==> src/rtl/tdm_demux.sv <==
`default_nettype none
// ============================================================================
// Module   : tdm_demux
// Purpose  : Splits a sync-marked TDM sample stream back into parallel
//            NUM_CH-channel frames. Optional frame counter: TDM_DEMUX_FRAME_CNT_EN.
// Revision : 1.0 - initial release
// ============================================================================
module tdm_demux #(
  parameter  int DATA_W = 8,
  parameter  int NUM_CH = 4,
  localparam int SLOT_W = $clog2(NUM_CH)
) (
  input  logic                     clk,
  input  logic                     rst_n,
  input  logic                     in_valid,
  input  logic                     in_sync,
  input  logic [DATA_W-1:0]        in_data,
  output logic [NUM_CH*DATA_W-1:0] out_data,
  output logic                     out_valid,
  output logic                     locked,
  output logic                     sync_err,
  output logic [SLOT_W-1:0]        slot
`ifdef TDM_DEMUX_FRAME_CNT_EN
  ,
  output logic [15:0]              frame_cnt
`endif
);

  typedef enum logic [0:0] {
    ST_HUNT   = 1'b0,
    ST_LOCKED = 1'b1
  } state_t;

  localparam logic [SLOT_W-1:0] c_last_slot = SLOT_W'(NUM_CH - 1);
  localparam logic [SLOT_W-1:0] c_slot_one  = SLOT_W'(1);

  state_t                     r_state;
  state_t                     w_state_nxt;
  logic [SLOT_W-1:0]          r_slot;
  logic [SLOT_W-1:0]          w_slot_nxt;
  logic [DATA_W-1:0]          r_buf [NUM_CH-1];
  logic [NUM_CH*DATA_W-1:0]   r_out_data;
  logic                       r_out_valid;
  logic                       r_sync_err;
  logic                       r_locked;
  logic                       w_buf_we;
  logic [SLOT_W-1:0]          w_wr_idx;
  logic                       w_frame_done;
  logic                       w_err;
  logic [NUM_CH*DATA_W-1:0]   w_frame;

  always_ff @(posedge clk or negedge rst_n) begin
    if (!rst_n) begin
      r_state <= ST_HUNT;
    end else begin
      r_state <= w_state_nxt;
    end
  end

  always_comb begin
    w_state_nxt  = r_state;
    w_slot_nxt   = r_slot;
    w_buf_we     = 1'b0;
    w_wr_idx     = '0;
    w_frame_done = 1'b0;
    w_err        = 1'b0;
    if (in_valid) begin
      case (r_state)
        ST_HUNT: begin
          if (in_sync) begin
            w_buf_we    = 1'b1;
            w_slot_nxt  = c_slot_one;
            w_state_nxt = ST_LOCKED;
          end
        end
        ST_LOCKED: begin
          if (in_sync && (r_slot != '0)) begin
            // Early sync restarts the frame with this sample as channel 0
            w_err      = 1'b1;
            w_buf_we   = 1'b1;
            w_slot_nxt = c_slot_one;
          end else if (!in_sync && (r_slot == '0)) begin
            w_err       = 1'b1;
            w_slot_nxt  = '0;
            w_state_nxt = ST_HUNT;
          end else if (r_slot == c_last_slot) begin
            w_frame_done = 1'b1;
            w_slot_nxt   = '0;
          end else begin
            w_buf_we   = 1'b1;
            w_wr_idx   = r_slot;
            w_slot_nxt = r_slot + c_slot_one;
          end
        end
        default: begin
          w_state_nxt = ST_HUNT;
          w_slot_nxt  = '0;
        end
      endcase
    end
  end

  // Last channel goes straight from in_data to the frame; it is never buffered
  always_comb begin
    w_frame = '0;
    for (int k = 0; k < NUM_CH - 1; k++) begin
      w_frame[k*DATA_W +: DATA_W] = r_buf[k];
    end
    w_frame[(NUM_CH-1)*DATA_W +: DATA_W] = in_data;
  end

  always_ff @(posedge clk or negedge rst_n) begin
    if (!rst_n) begin
      r_slot      <= '0;
      r_out_data  <= '0;
      r_out_valid <= 1'b0;
      r_sync_err  <= 1'b0;
      r_locked    <= 1'b0;
      for (int k = 0; k < NUM_CH - 1; k++) begin
        r_buf[k] <= '0;
      end
    end else begin
      r_slot      <= w_slot_nxt;
      r_out_valid <= w_frame_done;
      r_sync_err  <= w_err;
      r_locked    <= (w_state_nxt == ST_LOCKED);
      if (w_frame_done) begin
        r_out_data <= w_frame;
      end
      for (int k = 0; k < NUM_CH - 1; k++) begin
        if (w_buf_we && (w_wr_idx == SLOT_W'(k))) begin
          r_buf[k] <= in_data;
        end
      end
    end
  end

`ifdef TDM_DEMUX_FRAME_CNT_EN
  logic [15:0] r_frame_cnt;

  always_ff @(posedge clk or negedge rst_n) begin
    if (!rst_n) begin
      r_frame_cnt <= '0;
    end else if (w_frame_done) begin
      r_frame_cnt <= r_frame_cnt + 16'd1;
    end
  end

  assign frame_cnt = r_frame_cnt;
`endif

  assign out_data  = r_out_data;
  assign out_valid = r_out_valid;
  assign locked    = r_locked;
  assign sync_err  = r_sync_err;
  assign slot      = r_slot;

endmodule
`default_nettype wire
==> config.mk <==
export PLATFORM = sky130hd
export DESIGN_NAME = tdm_demux
export DESIGN_NICKNAME = d
export VERILOG_FILES = /design/src/rtl/tdm_demux.sv
export SDC_FILE = /design/constraint.sdc
export NUM_CORES = 1
export LEC_CHECK = 0
export ABC_CLOCK_PERIOD_IN_PS = 5300
export CAP_MARGIN = 15
export CORE_MARGIN = 2
export CORE_UTILIZATION = 55
export DETAILED_ROUTE_END_ITERATION = 12
export PLACE_DENSITY = 0.84
export SYNTH_ARGS = -nofsm -noshare
export SYNTH_HDL_FRONTEND = slang
export SYNTH_SLANG_ARGS = --single-unit
==> constraint.sdc <==
create_clock -name clk -period 5.3 [get_ports clk]
set_input_delay 1.06 -clock clk [delete_from_list [all_inputs] [get_ports clk]]
set_output_delay 1.06 -clock clk [all_outputs]
set_load 0.005 [all_outputs]
==> reports/qor.csv, run 1 <==
metric,value,unit
status,"complete, no violations",
Synthesized Nets,170,
Vias/cell,5.443,
vias in the first global route,1495,
die width,72.33,um
CTS Buf Count,9,
clock sinks,61,
dpl ws,2.105,ns
sw power,538.4,uW
maximum vdd ir drop,0.3585,mV
Max Slew Vio Count,0,
I/O Buffers,48,
CTS tree,yes,
cts repair resizes,0,
Die ar.,0.005231,mm^2
Setup crit start kind,input port,
Combinational Power Share,36.6,%
leading area contributor after synthesis,dfrtp_1,
die height,72.33,um
Worst Tran Pin Value,0.7360,ns
CP required,5.52,ns
nature of the critical path endpoint,flop,
clock network fraction of total power,21.9,%
antenna cells,0,
Clock Path Buffers,2,
global-route wire length before repair,7638,um
drt wl/cell,17.78,um
top cell type's share of synthesized area,59.45,%
HP Class,reg2reg,
Tmin final,2.869,ns
IO Pins,49,
setup ws final,2.431,ns
Switching Fraction,27.41,%
Synth warnings,0,
Netlist Area Pre-Place,0.002567,mm^2
Final ANT Viol Nets,0,
post-synth cell types,21,
Pre-antenna DRT Iters,4,
final global-route overflow total,0,
Clock transition at path regs,0.07,ns
Setup CP Type,in2reg,
post-DP HPWL,3102,um
register share of total power,41.5,%
main area contributors after synthesis,"dfrtp_1 59%, mux2_4 17%, mux2_2 12%, ha_1 3.4%, nand4b_4 1.9%",
clock root buffer,clkbuf_8,
core box area,0.004414,mm^2
area grow syn2layout,27.97,%
Clock Latency Late Sink,0.33,ns
DR iter-0 viols,116,
clock skew,0.005114,ns
via count,1437,
Pwr Density,597.7,mW/mm^2
Slew Limit Headroom,50.93,%
Total Wirelength,4693,um
"commonest cells after routing, fill and taps aside","61 x dfrtp_1, 47 x clkdlybuf4s50_1, 29 x mux2_4, 27 x mux2_2, 12 x clkbuf_8",
pin count of the biggest net entering global routing,62,
"commonest non-fill, non-tap cell in the layout",dfrtp_1,
final hold viol count,0,
setup violators final,0,
DRC viols,0,
Final Instance Count excl. Fillers,264,
crit path DAT,3.09,ns
GP Congestion,0.9141,
# hold bufs at CTS,0,
"Seq/Total Area, Yosys",59.45,%
max cap viols,0,
Site Rows,24,
post-CTS setup buffers,0,
"FF+latch count, synth",61,
GRT Util Overall,20.20,%
initial antenna violation count,0,
synthesized area per cell,17.00,um^2
placed cell count,248,
P_leak,0.001601,uW
Setup TNS,0,ns
fin nets,226,
Gate Count Post-Synth,151,
Tcrit/Tclk final,54.13,%
RSZ-0062 raised after global routing,no,
Max Fclk,0.3486,GHz
Pint,1426,uW
initial core utilization,58.16,%
share of cells above drive strength 1,36.79,%
"critical path fanouts, max",33,
H-tree lvl count,3,
-- through the flow --
step | hold slack (ns) | area [um^2] | util, % | total power [uW]
3_3_place_gp | 0.4838 | 3074 | 69.64 | 1496
5_1_grt | 0.5234 | 3286 | 74.43 | 2074
4_1_cts | 0.4995 | 3286 | 74.43 | 1980
2_1_floorplan | 0.4749 | 2567 | - | 1191
6_report | 0.5066 | 3286 | 74.43 | 1964
3_5_place_dp | 0.4893 | 3074 | 69.64 | 1543
-- area by class of cell --
cell class                 count  area (um^2)
fill                         257         1129
clock buffer                  13        168.9
inverter                       5        18.77
timing repair buffer          49        483.0
clock inverter                 3        42.54
sequential                    61         1526
tap                           52        65.06
multi-input combinational     81        980.9
-- logic make-up after synthesis --
| group | Yosys count | synth area share, % |
|---|---|---|
| DFF | 61 | 59.45 |
| muxes | 56 | 28.80 |
| and+or+nand+nor | 11 | 3.997 |
| buffers and inverters | 9 | 2.339 |
| AOI/OAI and AO/OA | 7 | 1.998 |
| adders and majority gates | 7 | 3.411 |
-- synthesized netlist by cell type (all sizes together) --
library cell,count
nand2,3
nand4b,2
buf,4
mux2,56
o211ai,1
o21ai,2
a21oi,1
nand3b,1
nand2b,1
dfrtp,61
a31oi,1
ha,7
inv,5
o21a,1
nor2,3
o221ai,1
and3b,1
-- worst paths after layout --
| path | startpoint | endpoint | slack (ns) | cells past startpoint |
|---|---|---|---|---|
| max | in_sync | out_data[26] | 2.43 | 5 |
| min | r_buf[19] | out_data[3] | 0.51 | 1 |
| max reg2reg | slot[0] | out_data[26] | 2.91 | 7 |
| min reg2reg | r_buf[19] | out_data[3] | 0.51 | 1 |
| max in group asynchronous | rst_n | r_buf[0] | 3.94 | 2 |
| min in group asynchronous | rst_n | out_data[18] | 0.87 | 2 |
-- power groups by stage --
| stage | clock network (uW) | registers [uW] | logic (uW) |
|---|---|---|---|
| 3_5_place_dp | 0 | 821 | 722 |
| 5_1_grt | 463 | 841 | 771 |
| 4_1_cts | 434 | 816 | 729 |
| 6_report | 429 | 816 | 719 |
| 2_1_floorplan | 0 | 797 | 394 |
| 3_3_place_gp | 0 | 800 | 696 |
-- metal layers --
layer	up-vias	wire (um)	GRT usage [%]
met5	-	0	0
met4	0	84	8.176
met3	8	241	7.778
met2	50	2297	31.09
met1	737	2070	25.82
li1	642	-	-
-- state kept, by name, indices dropped and copies added, names as in the netlist --
name and flops:
slot 2, sync_err 1, out_data 32, locked 1, r_buf 24, out_valid 1
-- critical path: stages --
cell,delay (ns)
clkdlybuf4s50_1,0.47
ha_1,0.25
and3b_1,0.44
nand2_4,0.40
mux2_4,0.43
Note: power is estimated with default switching activity, not from simulation.
==> run 2, diff against run 1 <==
Settings changed: ABC_CLOCK_PERIOD_IN_PS 5300 to 2900, CORE_UTILIZATION 55 to 51, PLACE_DENSITY 0.84 to 0.79.
Clock period 5.3 ns to 2.9 ns, I/O delays scaled along.
==> run 2 against run 1 <==
  * Total power is 92% higher
  * First-iteration DRC count is 38% lower
  * Clock skew is 0.0017 ns higher
  * Critical endpoint is now out_data[23]
  * Sequential power is 83% higher
  * Final cell count is 6.4% higher
  * Design area is 2.9% higher
  * Largest power group unchanged
  * Routed wire length is 1.2% higher
  * Non-clock buffer count is 2 higher
  * Sequential share of layout area is 1.3 points lower
  * Setup slack worse by 1.9 ns
==> reports/qor.csv, run 2 (synthesis results as in run 1) <==
metric,value,unit,change
status,"complete, no violations",,
core box area,0.004786,mm^2,+8.4%
Clock Path Buffers,2,,unchanged
Setup TNS,0,ns,unchanged
crit path from,slot[0],,
busiest grt layer,met2,,
"critical path fanouts, max",11,,-67%
CP required,3.11,ns,-2.41 ns
initial antenna violation count,0,,unchanged
P_leak,0.001640,uW,+2.4%
nature of the critical path endpoint,flop,,
Setup crit start kind,flop,,
CTS Buf Count,9,,unchanged
RR Startpoint,slot[0],,
area grow syn2layout,31.63,%,
worst path cell trace,inv_1 > ha_1 > inv_1 > ha_1 > and3b_1 > nand2_4 > buf_4 > mux2_4,,
crit path DAT,2.55,ns,-0.54 ns
GP Congestion,0.8698,,-4.8%
Final Hold Slack,0.1288,ns,-0.3778 ns
H-tree lvl count,3,,unchanged
antenna cells,0,,unchanged
via count,1405,,-2.2%
final hold viol count,0,,unchanged
cts repair resizes,0,,unchanged
Tmin final,2.337,ns,
DRC viols,0,,unchanged
Slew Limit Headroom,58.87,%,+7.9 points
Clock Latency Late Sink,0.33,ns,about the same
max reg flops,32,,unchanged
reg2reg path depth,8,,+1
Die ar.,0.005618,mm^2,+7.4%
clock root buffer,clkbuf_8,,
IO Pins,49,,unchanged
post-CTS setup buffers,0,,unchanged
I/O Buffers,48,,unchanged
Site Rows,25,,+4.2%
pin count of the biggest net entering global routing,49,,-21%
clock sinks,61,,unchanged
reg2reg setup slack,0.56,ns,-2.35 ns
setup violators final,0,,unchanged
Final ANT Viol Nets,0,,unchanged
Max Fclk,0.4280,GHz,
"slowest stage delay, CP",0.44,ns,-0.03 ns
"commonest cells after routing, fill and taps aside","61 x dfrtp_1, 47 x clkdlybuf4s50_1, 29 x mux2_4, 27 x mux2_2, 12 x clkbuf_8",,
Vias/cell,5.000,,-8.1%
Final Cell Area,0.003379,mm^2,+2.9%
share of cells above drive strength 1,37.38,%,+0.59 points
global-route wire length before repair,7872,um,+3.1%
"commonest non-fill, non-tap cell in the layout",dfrtp_1,,
die width,74.95,um,+3.6%
DR iter-0 viols,72,,-38%
RSZ-0062 raised after global routing,no,,
drt wl/cell,16.90,um,-4.9%
vias in the first global route,1551,,+3.7%
Total Wirelength,4750,um,+1.2%
Setup CP Type,reg2reg,,
M2 GR Usage,29.24,%,-1.9 points
die height,74.95,um,+3.6%
worst setup path endpoint,out_data[23],,
# hold bufs at CTS,0,,unchanged
CP max stage cell,dfrtp_1,,
number of fillers in the final layout,327,,+27%
maximum vdd ir drop,0.5729,mV,+60%
HP Class,in2async,,
met1 Use GR,26.20,%,+0.38 points
grt met3 use,6.961,%,-0.82 points
Max Slew Vio Count,0,,unchanged
Worst Tran Pin Value,0.6169,ns,-0.1191 ns
max cap viols,0,,unchanged
Clock transition at path regs,0.07,ns,about the same
clock skew,0.006816,ns,+0.001703 ns
initial core utilization,53.65,%,-4.5 points
Tcrit/Tclk final,80.57,%,
DP Area,0.003120,mm^2,+1.5%
Pre-antenna DRT Iters,4,,unchanged
GRT Util Overall,19.67,%,-0.52 points
CTS tree,yes,,
fin nets,228,,+0.88%
post-DP HPWL,3230,um,+4.1%
final global-route overflow total,0,,unchanged
reg2reg end,out_data[23],,
Pwr Density,1116,mW/mm^2,+87%
-- run 2: cell count changes in the layout (fill, tap and decap cells not counted) --
cell,change
clkinvlp_4,-1
clkinv_2,-1
bufinv_16,+2
buf_12,+1
buf_4,+1
-- run 2: worst min-delay path by stage --
stage	startpoint	cells after the start	end
global placement	rst_n	1	out_data[11]
floorplan	rst_n	0	locked
CTS	rst_n	1	out_data[14]
global route	rst_n	1	out_valid
finish	rst_n	1	out_data[14]
detailed placement	rst_n	1	out_data[27]
-- run 2: power by group --
group	internal [uW]	switching, uW
registers	1240	242
clock network	642	319
logic	902	423
total	2790	984
-- run 2: per-stage QoR --
step	power [uW]	instances	utilization (%)	setup slack (ns)
6_report	3771	281	70.61	0.5635
5_1_grt	3996	281	70.61	0.4387
4_1_cts	3814	281	70.61	0.5498
3_5_place_dp	2833	265	65.20	0.3083
3_3_place_gp	2752	265	65.20	0.3963
2_1_floorplan	2177	151	-	0.9903
-- run 2: layout make-up --
type                       instances  area [um^2]  share of cell area [%]
multi-input combinational         81        980.9                   29.03
timing repair buffer              51        510.5                   15.11
inverter                           5        18.77                  0.5554
sequential                        61         1526                   45.17
tap                               67        83.83                   2.481
clock inverter                     3        90.09                   2.666
clock buffer                      13        168.9                   4.998
-- run 2: critical path, delay by kind of cell (launching register included) --
family / cells / cell delay (ns)
fa+ha+maj: 2 / 0.39
buf+inv: 3 / 0.43
flops: 1 / 0.44
mux: 1 / 0.30
simple gates: 2 / 0.65
-- run 2: metal layers --
metal	wire (um)	part of all wire (%)	vias up
met2	2346	49	39
met3	219	4.6	4
met5	0	0	-
li1	-	-	650
met1	2137	45	712
met4	46	0.97	0
